`config.mk`:
```
export PLATFORM = sky130hd
export DESIGN_NAME = muldiv_unit
export DESIGN_NICKNAME = d
export VERILOG_FILES = /design/src/rtl/muldiv_pkg.sv /design/src/rtl/muldiv_unit.sv
export SDC_FILE = /design/constraint.sdc
export NUM_CORES = 1
export LEC_CHECK = 0
export CAP_MARGIN = 20
export CORE_AREA = 2 2 209 211
export CTS_CLUSTER_DIAMETER = 100
export DETAILED_ROUTE_END_ITERATION = 6
export DIE_AREA = 0 0 211 213
export GPL_TIMING_DRIVEN = 0
export SLEW_MARGIN = 20
export SYNTH_ARGS = -nofsm -noshare
export SYNTH_HDL_FRONTEND = slang
export SYNTH_SLANG_ARGS = --single-unit
```
`constraint.sdc`:
```
create_clock -name clk_i -period 11.3 [get_ports clk_i]
set_input_delay 2.825 -clock clk_i [delete_from_list [all_inputs] [get_ports clk_i]]
set_output_delay 2.825 -clock clk_i [all_outputs]
set_load 0.02 [all_outputs]
```
`src/rtl/muldiv_pkg.sv`:
```
// Shared definitions for the iterative multiply/divide unit: op encodings,
// FSM states and two's-complement helpers.
package muldiv_pkg;

  localparam int unsigned MAX_W = 128;
  typedef logic [MAX_W-1:0] wide_t;

  typedef enum logic [2:0] {
    OP_MUL    = 3'b000,
    OP_MULH   = 3'b001,
    OP_MULHSU = 3'b010,
    OP_MULHU  = 3'b011,
    OP_DIV    = 3'b100,
    OP_DIVU   = 3'b101,
    OP_REM    = 3'b110,
    OP_REMU   = 3'b111
  } op_e;

  typedef enum logic [1:0] {
    IDLE,
    CALC,
    FIX,
    DONE
  } state_e;

  function automatic wide_t twos_neg(input wide_t x);
    return ~x + wide_t'(1);
  endfunction

  // Callers truncate the result to their own width; the low bits are exact.
  function automatic wide_t cond_neg(input wide_t x, input logic neg);
    return neg ? twos_neg(x) : x;
  endfunction

  function automatic logic a_signed(input op_e op);
    return op inside {OP_MUL, OP_MULH, OP_MULHSU, OP_DIV, OP_REM};
  endfunction

  function automatic logic b_signed(input op_e op);
    return op inside {OP_MUL, OP_MULH, OP_DIV, OP_REM};
  endfunction

endpackage

```
`src/rtl/muldiv_unit.sv`:
```
// Radix-2 iterative RISC-V M-extension unit: one shared 2W shift register and
// one W+1-bit adder/subtractor serve both multiply and divide.
module muldiv_unit
  import muldiv_pkg::*;
#(
  parameter int unsigned DATA_WIDTH = 32
) (
  input  logic                  clk_i,
  input  logic                  rst_i,
  input  logic                  start_i,
  input  logic [2:0]            op_i,
  input  logic [DATA_WIDTH-1:0] a_i,
  input  logic [DATA_WIDTH-1:0] b_i,
  input  logic                  kill_i,
  output logic                  ready_o,
  output logic                  valid_o,
  output logic [DATA_WIDTH-1:0] res_o
);

  localparam int unsigned W  = DATA_WIDTH;
  localparam int unsigned CW = $clog2(W);

  state_e          state_q, state_d;
  op_e             op_q, op_d;
  logic            sa_q, sa_d, sb_q, sb_d;
  logic [W-1:0]    m_q, m_d;
  logic [2*W-1:0]  p_q, p_d;
  logic [CW-1:0]   cnt_q, cnt_d;
  logic [W-1:0]    res_q, res_d;

  logic [W:0]      add_a, add_b;
  logic            add_cin;
  logic [W+1:0]    add_sum;
  logic [2*W-1:0]  step;
  logic [W-1:0]    abs_a, abs_b;
  logic [2*W-1:0]  fix_w;
  op_e             op_in;

  assign op_in = op_e'(op_i);

  // Divide: trial-subtract divisor from {rem, next dividend bit}; carry-out
  // set means no borrow. Multiply: conditionally add multiplicand to high half.
  always_comb begin
    if (op_q[2]) begin
      add_a   = p_q[2*W-1:W-1];
      add_b   = ~{1'b0, m_q};
      add_cin = 1'b1;
    end else begin
      add_a   = {1'b0, p_q[2*W-1:W]};
      add_b   = p_q[0] ? {1'b0, m_q} : '0;
      add_cin = 1'b0;
    end
    add_sum = {1'b0, add_a} + {1'b0, add_b} + (W+2)'(add_cin);
    if (op_q[2]) begin
      if (add_sum[W+1]) step = {add_sum[W-1:0], p_q[W-2:0], 1'b1};
      else              step = {p_q[2*W-2:W-1], p_q[W-2:0], 1'b0};
    end else begin
      step = {add_sum[W:0], p_q[W-1:1]};
    end
  end

  always_comb begin
    state_d = state_q;
    op_d    = op_q;
    sa_d    = sa_q;
    sb_d    = sb_q;
    m_d     = m_q;
    p_d     = p_q;
    cnt_d   = cnt_q;
    res_d   = res_q;
    fix_w   = '0;
    abs_a   = W'(cond_neg(wide_t'(a_i), a_signed(op_in) & a_i[W-1]));
    abs_b   = W'(cond_neg(wide_t'(b_i), b_signed(op_in) & b_i[W-1]));

    case (state_q)
      IDLE: begin
        if (start_i) begin
          op_d  = op_in;
          sa_d  = a_signed(op_in) & a_i[W-1];
          sb_d  = b_signed(op_in) & b_i[W-1];
          cnt_d = '0;
          if (op_i[2]) begin
            m_d = abs_b;
            p_d = {W'(0), abs_a};
          end else begin
            m_d = abs_a;
            p_d = {W'(0), abs_b};
          end
          if (op_i[2] && b_i == '0) begin
            res_d   = op_i[1] ? a_i : '1;
            state_d = DONE;
          end else if (op_i[2] && !op_i[0] && a_i == {1'b1, {(W-1){1'b0}}} && b_i == '1) begin
            res_d   = op_i[1] ? '0 : a_i;
            state_d = DONE;
          end else begin
            state_d = CALC;
          end
        end
      end
      CALC: begin
        p_d   = step;
        cnt_d = cnt_q + CW'(1);
        if (cnt_q == CW'(W-1)) state_d = FIX;
      end
      FIX: begin
        if (!op_q[2])
          fix_w = (2*W)'(cond_neg(wide_t'(p_q), sa_q ^ sb_q));
        else if (!op_q[1])
          fix_w = (2*W)'(cond_neg(wide_t'(p_q[W-1:0]), sa_q ^ sb_q));
        else
          fix_w = (2*W)'(cond_neg(wide_t'(p_q[2*W-1:W]), sa_q));
        res_d   = (op_q == OP_MUL || op_q[2]) ? fix_w[W-1:0] : fix_w[2*W-1:W];
        state_d = DONE;
      end
      DONE:    state_d = IDLE;
      default: state_d = IDLE;
    endcase

    if (kill_i) begin
      state_d = IDLE;
      res_d   = res_q;
    end
  end

  always_ff @(posedge clk_i) begin
    if (rst_i) begin
      state_q <= IDLE;
      op_q    <= OP_MUL;
      sa_q    <= 1'b0;
      sb_q    <= 1'b0;
      m_q     <= '0;
      p_q     <= '0;
      cnt_q   <= '0;
      res_q   <= '0;
    end else begin
      state_q <= state_d;
      op_q    <= op_d;
      sa_q    <= sa_d;
      sb_q    <= sb_d;
      m_q     <= m_d;
      p_q     <= p_d;
      cnt_q   <= cnt_d;
      res_q   <= res_d;
    end
  end

  assign ready_o = (state_q == IDLE);
  assign valid_o = (state_q == DONE);
  assign res_o   = res_q;

endmodule
```
==> flow_summary.json, run 1 <==
{
  "vias": 16400,
  "path_clk_slew_ns": 0.07,
  "endpoint_kind": "register",
  "rows": 76,
  "maxSlewViolCount": 0,
  "wirelength_mm": 67.5,
  "die_area_mm2": 0.0449,
  "drt-wirelength-per-cell_um": 25.1,
  "cts-root-buf": "clkbuf_16",
  "finClkSkew_ns": 0.0124,
  "portBuffers": 102,
  "ctsHoldBuffers": 0,
  "r2r-end": "p_q[52]$_SDFFE_PP0P_",
  "critPathArrivalTime_ns": 6.77,
  "fmax_mhz": 155,
  "hold-path-cell-count": 2,
  "cp_num_buf_inv": 6,
  "grt_pass1_vias": 15000,
  "status": "completed",
  "diodes": 0,
  "ys_ff_latch": 140,
  "ioPinCount": 105,
  "cts_buffers": 17,
  "synth-edff-count": 0,
  "syn2layout_area_growth_pct": 16.3,
  "p_per_area_mw_per_mm2": 105,
  "min_from": "res_o[23]$_SDFFE_PP0P_",
  "nNetsFinal": 2251,
  "ys.flop_type": "dfxtp_1",
  "grt_max_degree": 17,
  "first_pass_iters": 5,
  "critPathMaxStageDelay_ns": 0.60,
  "peakVddDrop_v": 0.000101,
  "start_util": 0.327,
  "relSlewSlack": 0.254,
  "ys_warn_count": 0,
  "leakagePower_nw": 5.85,
  "cts.htree.levels": 4,
  "hpwl_mm": 54.7,
  "core-area_mm2": 0.0427,
  "synthArstFlopShare": 0,
  "synthCells": 2012,
  "min_to": "res_o[23]$_SDFFE_PP0P_",
  "period_share": 0.571,
  "drv_cap": 0,
  "fin_crit_ns": 6.45,
  "gp_congestion": 1.01,
  "grt_pass1_wl_mm": 98.4,
  "critPathLaunchType": "register",
  "crit_path_frequent_cell": "clkbuf_1",
  "cts_resized": 0,
  "rsz0062_at_grt": "no",
  "setup_viol": 0,
  "cp_top_family": "buffers and inverters",
  "p_total_mw": 1.71,
  "rr_worst_depth": 16,
  "reg2reg_slack_ns": 4.85,
  "synth.distinct_cells": 84,
  "cts_tree": "yes",
  "r2r_start": "op_q[2]$_SDFFE_PP0P_",
  "clk_latency_ns": 0.45,
  "grt_use_total": 0.296,
  "critPathRequiredTime_ns": 11.62,
  "drc": 0,
  "cts.path.max_buffers": 2,
  "min_path_type": "register to register",
  "cts_sinks": 140,
  "die_w_um": 211,
  "avgViaCountPerCell": 6.08,
  "antenna_found_initial": 2,
  "path_max_fanout": 10,
  "syn-cell-area_mm2": 0.0140,
  "cts_setup_buffers": 0,
  "initialDrtViolationCount": 2016,
  "hold_viol": 0,
  "synth_area_per_cell_um2": 6.94,
  "drive_above_1_share": 0.0615,
  "tns_ns": 0,
  "crit_type": "register to register",
  "synth_seq_area_share": 0.201,
  "syn-num-nets": 2130,
  "fp.dieH_um": 213,
  "cpMaxStageDelayCell": "buf_1",
  "antenna_left": 0,
  "grt_remaining_overflow": 0,
  "tightest_slew_ns": 1.11,
  "path_cells": "clkbuf_1, buf_1, clkbuf_1, clkbuf_1, o21ai_0, ha_1, nor2b_1, o2111ai_1, a21oi_1, o21ai_0, a211o_1, o211a_1, clkbuf_1, clkbuf_1, nor2_1, o21ai_0"
}
[how the worst max path moves through the flow]
stage                    startpoint                     end  cells past startpoint
2_1_floorplan                b_i[1]  res_o[20]$_SDFFE_PP0P_                     13
3_3_place_gp                 b_i[0]  res_o[30]$_SDFFE_PP0P_                     14
3_5_place_dp                 b_i[0]  res_o[30]$_SDFFE_PP0P_                     14
4_1_cts                      b_i[0]  res_o[30]$_SDFFE_PP0P_                     14
5_1_grt        op_q[2]$_SDFFE_PP0P_    p_q[52]$_SDFFE_PP0P_                     17
6_report       op_q[2]$_SDFFE_PP0P_    p_q[52]$_SDFFE_PP0P_                     16
[routing by layer]
layer / part of all wire / track usage / vias up
met5: 0.00040 / 0 / -
met1: 0.42 / 0.387 / 7880
met3: 0.084 / 0.0503 / 122
met4: 0.044 / 0.129 / 4
met2: 0.45 / 0.479 / 802
li1: - / - / 7569
[synth_stat cells, types with 11 or more instances]
| library cell | count | area share |
|---|---|---|
| and2_1 | 14 | 0.0063 |
| nor4_1 | 21 | 0.0094 |
| o21a_1 | 11 | 0.0059 |
| o221ai_1 | 34 | 0.021 |
| o211ai_1 | 28 | 0.015 |
| xnor2_1 | 67 | 0.042 |
| nor3_1 | 71 | 0.025 |
| a211oi_1 | 64 | 0.034 |
| nand3_1 | 54 | 0.019 |
| dfxtp_1 | 140 | 0.20 |
| inv_1 | 31 | 0.0083 |
| mux2_2 | 48 | 0.039 |
| xor2_1 | 83 | 0.052 |
| buf_1 | 27 | 0.0073 |
| o31ai_1 | 22 | 0.012 |
| o22ai_1 | 13 | 0.0058 |
| mux2i_1 | 21 | 0.015 |
| o21ai_0 | 205 | 0.073 |
| or3_1 | 21 | 0.0094 |
| a31oi_1 | 21 | 0.0094 |
| nor2_1 | 239 | 0.064 |
| a21oi_1 | 181 | 0.065 |
| nand2_1 | 204 | 0.055 |
| clkbuf_1 | 130 | 0.035 |
| ha_1 | 45 | 0.040 |
| nand4_1 | 25 | 0.011 |
[power breakdown]
part / switching, mW / total, mW / leakage (nW) / internal [mW]
combinational: 0.403 / 0.592 / 4.43 / 0.189
sequential: 0.0347 / 0.555 / 1.14 / 0.521
clock: 0.268 / 0.562 / 0.277 / 0.293
total: 0.706 / 1.71 / 5.85 / 1.00
[registers in the layout, indices dropped and copies added, names as in the netlist]
signal,cells
sa_q,1
res_o,32
m_q,32
state_q,2
sb_q,1
p_q,64
cnt_q,5
op_q,3
[placed cells by master, fill, tap and decap left out, types with 14 or more instances in the layout]
master / synthesis / layout
buf_1: 27 / 27
a31oi_1: 21 / 21
nor2_1: 239 / 239
mux2i_1: 21 / 21
clkbuf_1: 130 / 130
xnor2_1: 67 / 67
ha_1: 45 / 45
and2_1: 14 / 14
clkdlybuf4s50_1: 0 / 102
or3_1: 21 / 21
nor3_1: 71 / 71
a21oi_1: 181 / 181
nand2_1: 204 / 204
inv_1: 31 / 31
o21ai_0: 205 / 205
mux2_2: 48 / 48
o31ai_1: 22 / 22
xor2_1: 83 / 83
nand4_1: 25 / 25
nor4_1: 21 / 21
o211ai_1: 28 / 28
clkbuf_16: 0 / 17
o221ai_1: 34 / 34
a211oi_1: 64 / 64
nand3_1: 54 / 54
dfxtp_1: 140 / 140
[final cells by class]
type	count	area (µm²)
multi-input cells	1665	10300
clock inverters	15	149
flip-flops and latches	140	2800
repair buffers	102	1020
well taps	546	683
fillers	4521	26500
clock buffers	17	425
inverters	32	120
plain buffers	175	714
[worst reg2reg max path, delay by kind of cell (launching register included)]
family                   cells  cell delay [ns]
AO/OA/AOI/OAI                7             2.28
adder cells (fa/ha/maj)      1             0.35
buffers and inverters        6             3.10
flip-flops                   1             0.35
AND/OR/NAND/NOR              2             0.24
[cell families (layout without fill, tap and decap cells)]
family / after synthesis / after routing / synth area share
flip-flops: 140 / 140 / 0.201
XOR/XNOR: 150 / 150 / 0.0941
buffers and inverters: 207 / 341 / 0.0598
AND/OR/NAND/NOR: 725 / 725 / 0.246
multiplexers: 69 / 69 / 0.0538
AO/OA/AOI/OAI: 664 / 664 / 0.296
adder cells (fa/ha/maj): 57 / 57 / 0.0504
[metrics by stage]
step                instance area, µm²  worst slack, ns  utilization  instances  hold slack (ns)
global route                     16200             4.62        0.380       2692            0.505
global placement                 15700             4.61        0.367       2660            0.466
finish                           16200             4.85        0.380       2692            0.471
CTS                              16200             5.04        0.380       2692            0.480
detailed placement               15700             4.59        0.367       2660            0.471
floorplan                        14000             6.05            -       2012            0.442
Note: power is estimated with default switching activity, not from simulation.
==> run 2: changes to the inputs <==
==> constraint.sdc (replaced) <==
create_clock -name clk_i -period 6.35 [get_ports clk_i]
set_input_delay 1.5875 -clock clk_i [delete_from_list [all_inputs] [get_ports clk_i]]
set_output_delay 1.5875 -clock clk_i [all_outputs]
set_load 0.02 [all_outputs]
==> run 2 against run 1 <==
Fmax rose by 6.8%. Die area is the same. Worst hold slack better by 0.0056 ns. Combinational power up 77%. Non-clock buffer count did not move. Routed wire length about the same. Clock skew is essentially flat. First-iteration DRC count increased by 3.6%. Utilization barely moved. Cell count unchanged.
==> flow_summary.json, run 2 (synthesis results as in run 1) <==
{
  "cts-root-buf": "clkbuf_16",
  "ioPinCount": 105,
  "cts_setup_buffers": 0,
  "diodes": 0,
  "reg2reg_slack_ns": 0.31,
  "largest_reg_flops": 64,
  "tns_ns": 0,
  "cts.htree.levels": 4,
  "start_util": 0.327,
  "crit_path_frequent_cell": "clkbuf_1",
  "drv_cap": 0,
  "path_clk_slew_ns": 0.07,
  "nNetsFinal": 2251,
  "drt-wirelength-per-cell_um": 25.1,
  "fillers": 4521,
  "first_pass_iters": 6,
  "leakagePower_nw": 5.86,
  "rsz0062_at_grt": "no",
  "drive_above_1_share": 0.0624,
  "grt_pass1_wl_mm": 98.3,
  "relSlewSlack": 0.299,
  "critical_path.startpoint": "op_q[2]$_SDFFE_PP0P_",
  "fmax_mhz": 166,
  "rows": 76,
  "antenna_found_initial": 2,
  "grt_max_degree": 17,
  "layout.cells.most_common_list": "nor2_1, o21ai_0, nand2_1",
  "setup_ws_ns": 0.309,
  "cpMaxStageDelayCell": "o21ai_0",
  "path_cells": "clkbuf_1, clkbuf_2, clkbuf_1, clkbuf_1, o21ai_0, ha_1, nor2b_1, o2111ai_1, a21oi_1, o21ai_0, a211o_1, o211a_1, clkbuf_1, clkbuf_2, nor2_1, o21ai_0",
  "finClkSkew_ns": 0.0123,
  "grt_pass1_vias": 15000,
  "endpoint_kind": "register",
  "core-area_mm2": 0.0427,
  "period_share": 0.951,
  "gp_congestion": 1.01,
  "path_max_fanout": 10,
  "wirelength_mm": 67.5,
  "r2r-end": "p_q[52]$_SDFFE_PP0P_",
  "pre_cts_ws_ns": 0.227,
  "hpwl_mm": 54.7,
  "hold_viol": 0,
  "cts_buffers": 17,
  "place_area_mm2": 0.0157,
  "crit_type": "register to register",
  "cts.path.max_buffers": 2,
  "critPathArrivalTime_ns": 6.36,
  "clk_latency_ns": 0.45,
  "setup.worst_path.end": "p_q[52]$_SDFFE_PP0P_",
  "vias": 16400,
  "antenna_left": 0,
  "die_area_mm2": 0.0449,
  "tightest_slew_ns": 1.04,
  "portBuffers": 102,
  "r2r_start": "op_q[2]$_SDFFE_PP0P_",
  "setup_viol": 0,
  "die_w_um": 211,
  "status": "completed",
  "maxSlewViolCount": 0,
  "critPathRequiredTime_ns": 6.67,
  "final_cell_area_mm2": 0.0162,
  "initialDrtViolationCount": 2089,
  "cts_sinks": 140,
  "syn2layout_area_growth_pct": 16.3,
  "p_per_area_mw_per_mm2": 187,
  "largest_register": "p_q",
  "final_common_cell": "nor2_1",
  "critPathLaunchType": "register",
  "min_path_type": "register to register",
  "rr_worst_depth": 16,
  "critPathMaxStageDelay_ns": 0.56,
  "hold-path-cell-count": 2,
  "drc": 0,
  "grt_use_total": 0.296,
  "fin_crit_ns": 6.04,
  "avgViaCountPerCell": 6.11,
  "cts_tree": "yes",
  "peakVddDrop_v": 0.000180,
  "grt_remaining_overflow": 0,
  "fp.dieH_um": 213
}
run 2: worst min path at each step:
stage / start / end / slack, ns
final: res_o[23]$_SDFFE_PP0P_ / res_o[23]$_SDFFE_PP0P_ / 0.48
after floorplan: m_q[13]$_SDFFE_PP0P_ / m_q[13]$_SDFFE_PP0P_ / 0.44
after global routing: res_o[23]$_SDFFE_PP0P_ / res_o[23]$_SDFFE_PP0P_ / 0.50
after global placement: res_o[23]$_SDFFE_PP0P_ / res_o[23]$_SDFFE_PP0P_ / 0.47
after CTS: res_o[23]$_SDFFE_PP0P_ / res_o[23]$_SDFFE_PP0P_ / 0.48
after detailed placement: res_o[23]$_SDFFE_PP0P_ / res_o[23]$_SDFFE_PP0P_ / 0.47
run 2: routing by layer:
layer | up-vias | wire length (µm) | global-route usage
li1 | 7579 | - | -
met4 | 4 | 2980 | 0.129
met3 | 125 | 5570 | 0.0503
met1 | 7906 | 28400 | 0.387
met2 | 825 | 30600 | 0.479
met5 | - | 24 | 0
run 2: area by class of cell:
type	count	area [µm²]	share of cell area
repair buffers	102	1020	0.0628
inverters	32	120	0.00739
clock buffers	17	425	0.0262
clock inverters	15	149	0.00917
flip-flops and latches	140	2800	0.173
well taps	546	683	0.0421
plain buffers	175	717	0.0441
multi-input cells	1665	10300	0.636
run 2: worst max-delay path: cells and delay by family, from the launching register on:
| family | cells | cell delay [ns] |
|---|---|---|
| adder cells (fa/ha/maj) | 1 | 0.35 |
| AND/OR/NAND/NOR | 2 | 0.22 |
| AO/OA/AOI/OAI | 7 | 2.26 |
| buffers and inverters | 6 | 2.72 |
| flip-flops | 1 | 0.35 |
run 2: what timing repair did:
action,CTS,global route
gates resized for setup,0,3
endpoints found under the setup margin,0,11
hold buffers,0,0
run 2: through the flow:
| stage | utilization | hold slack [ns] | power [mW] | instances |
|---|---|---|---|---|
| 2_1_floorplan | - | 0.442 | 1.60 | 2012 |
| 3_3_place_gp | 0.367 | 0.466 | 2.02 | 2660 |
| 3_5_place_dp | 0.367 | 0.471 | 2.02 | 2660 |
| 4_1_cts | 0.380 | 0.480 | 3.01 | 2692 |
| 5_1_grt | 0.380 | 0.505 | 3.15 | 2692 |
| 6_report | 0.380 | 0.477 | 3.04 | 2692 |
run 2: where the power goes:
| group | internal, mW | switching (mW) |
|---|---|---|
| Sequential | 0.926 | 0.0615 |
| Clock | 0.522 | 0.480 |
| Combinational | 0.336 | 0.717 |
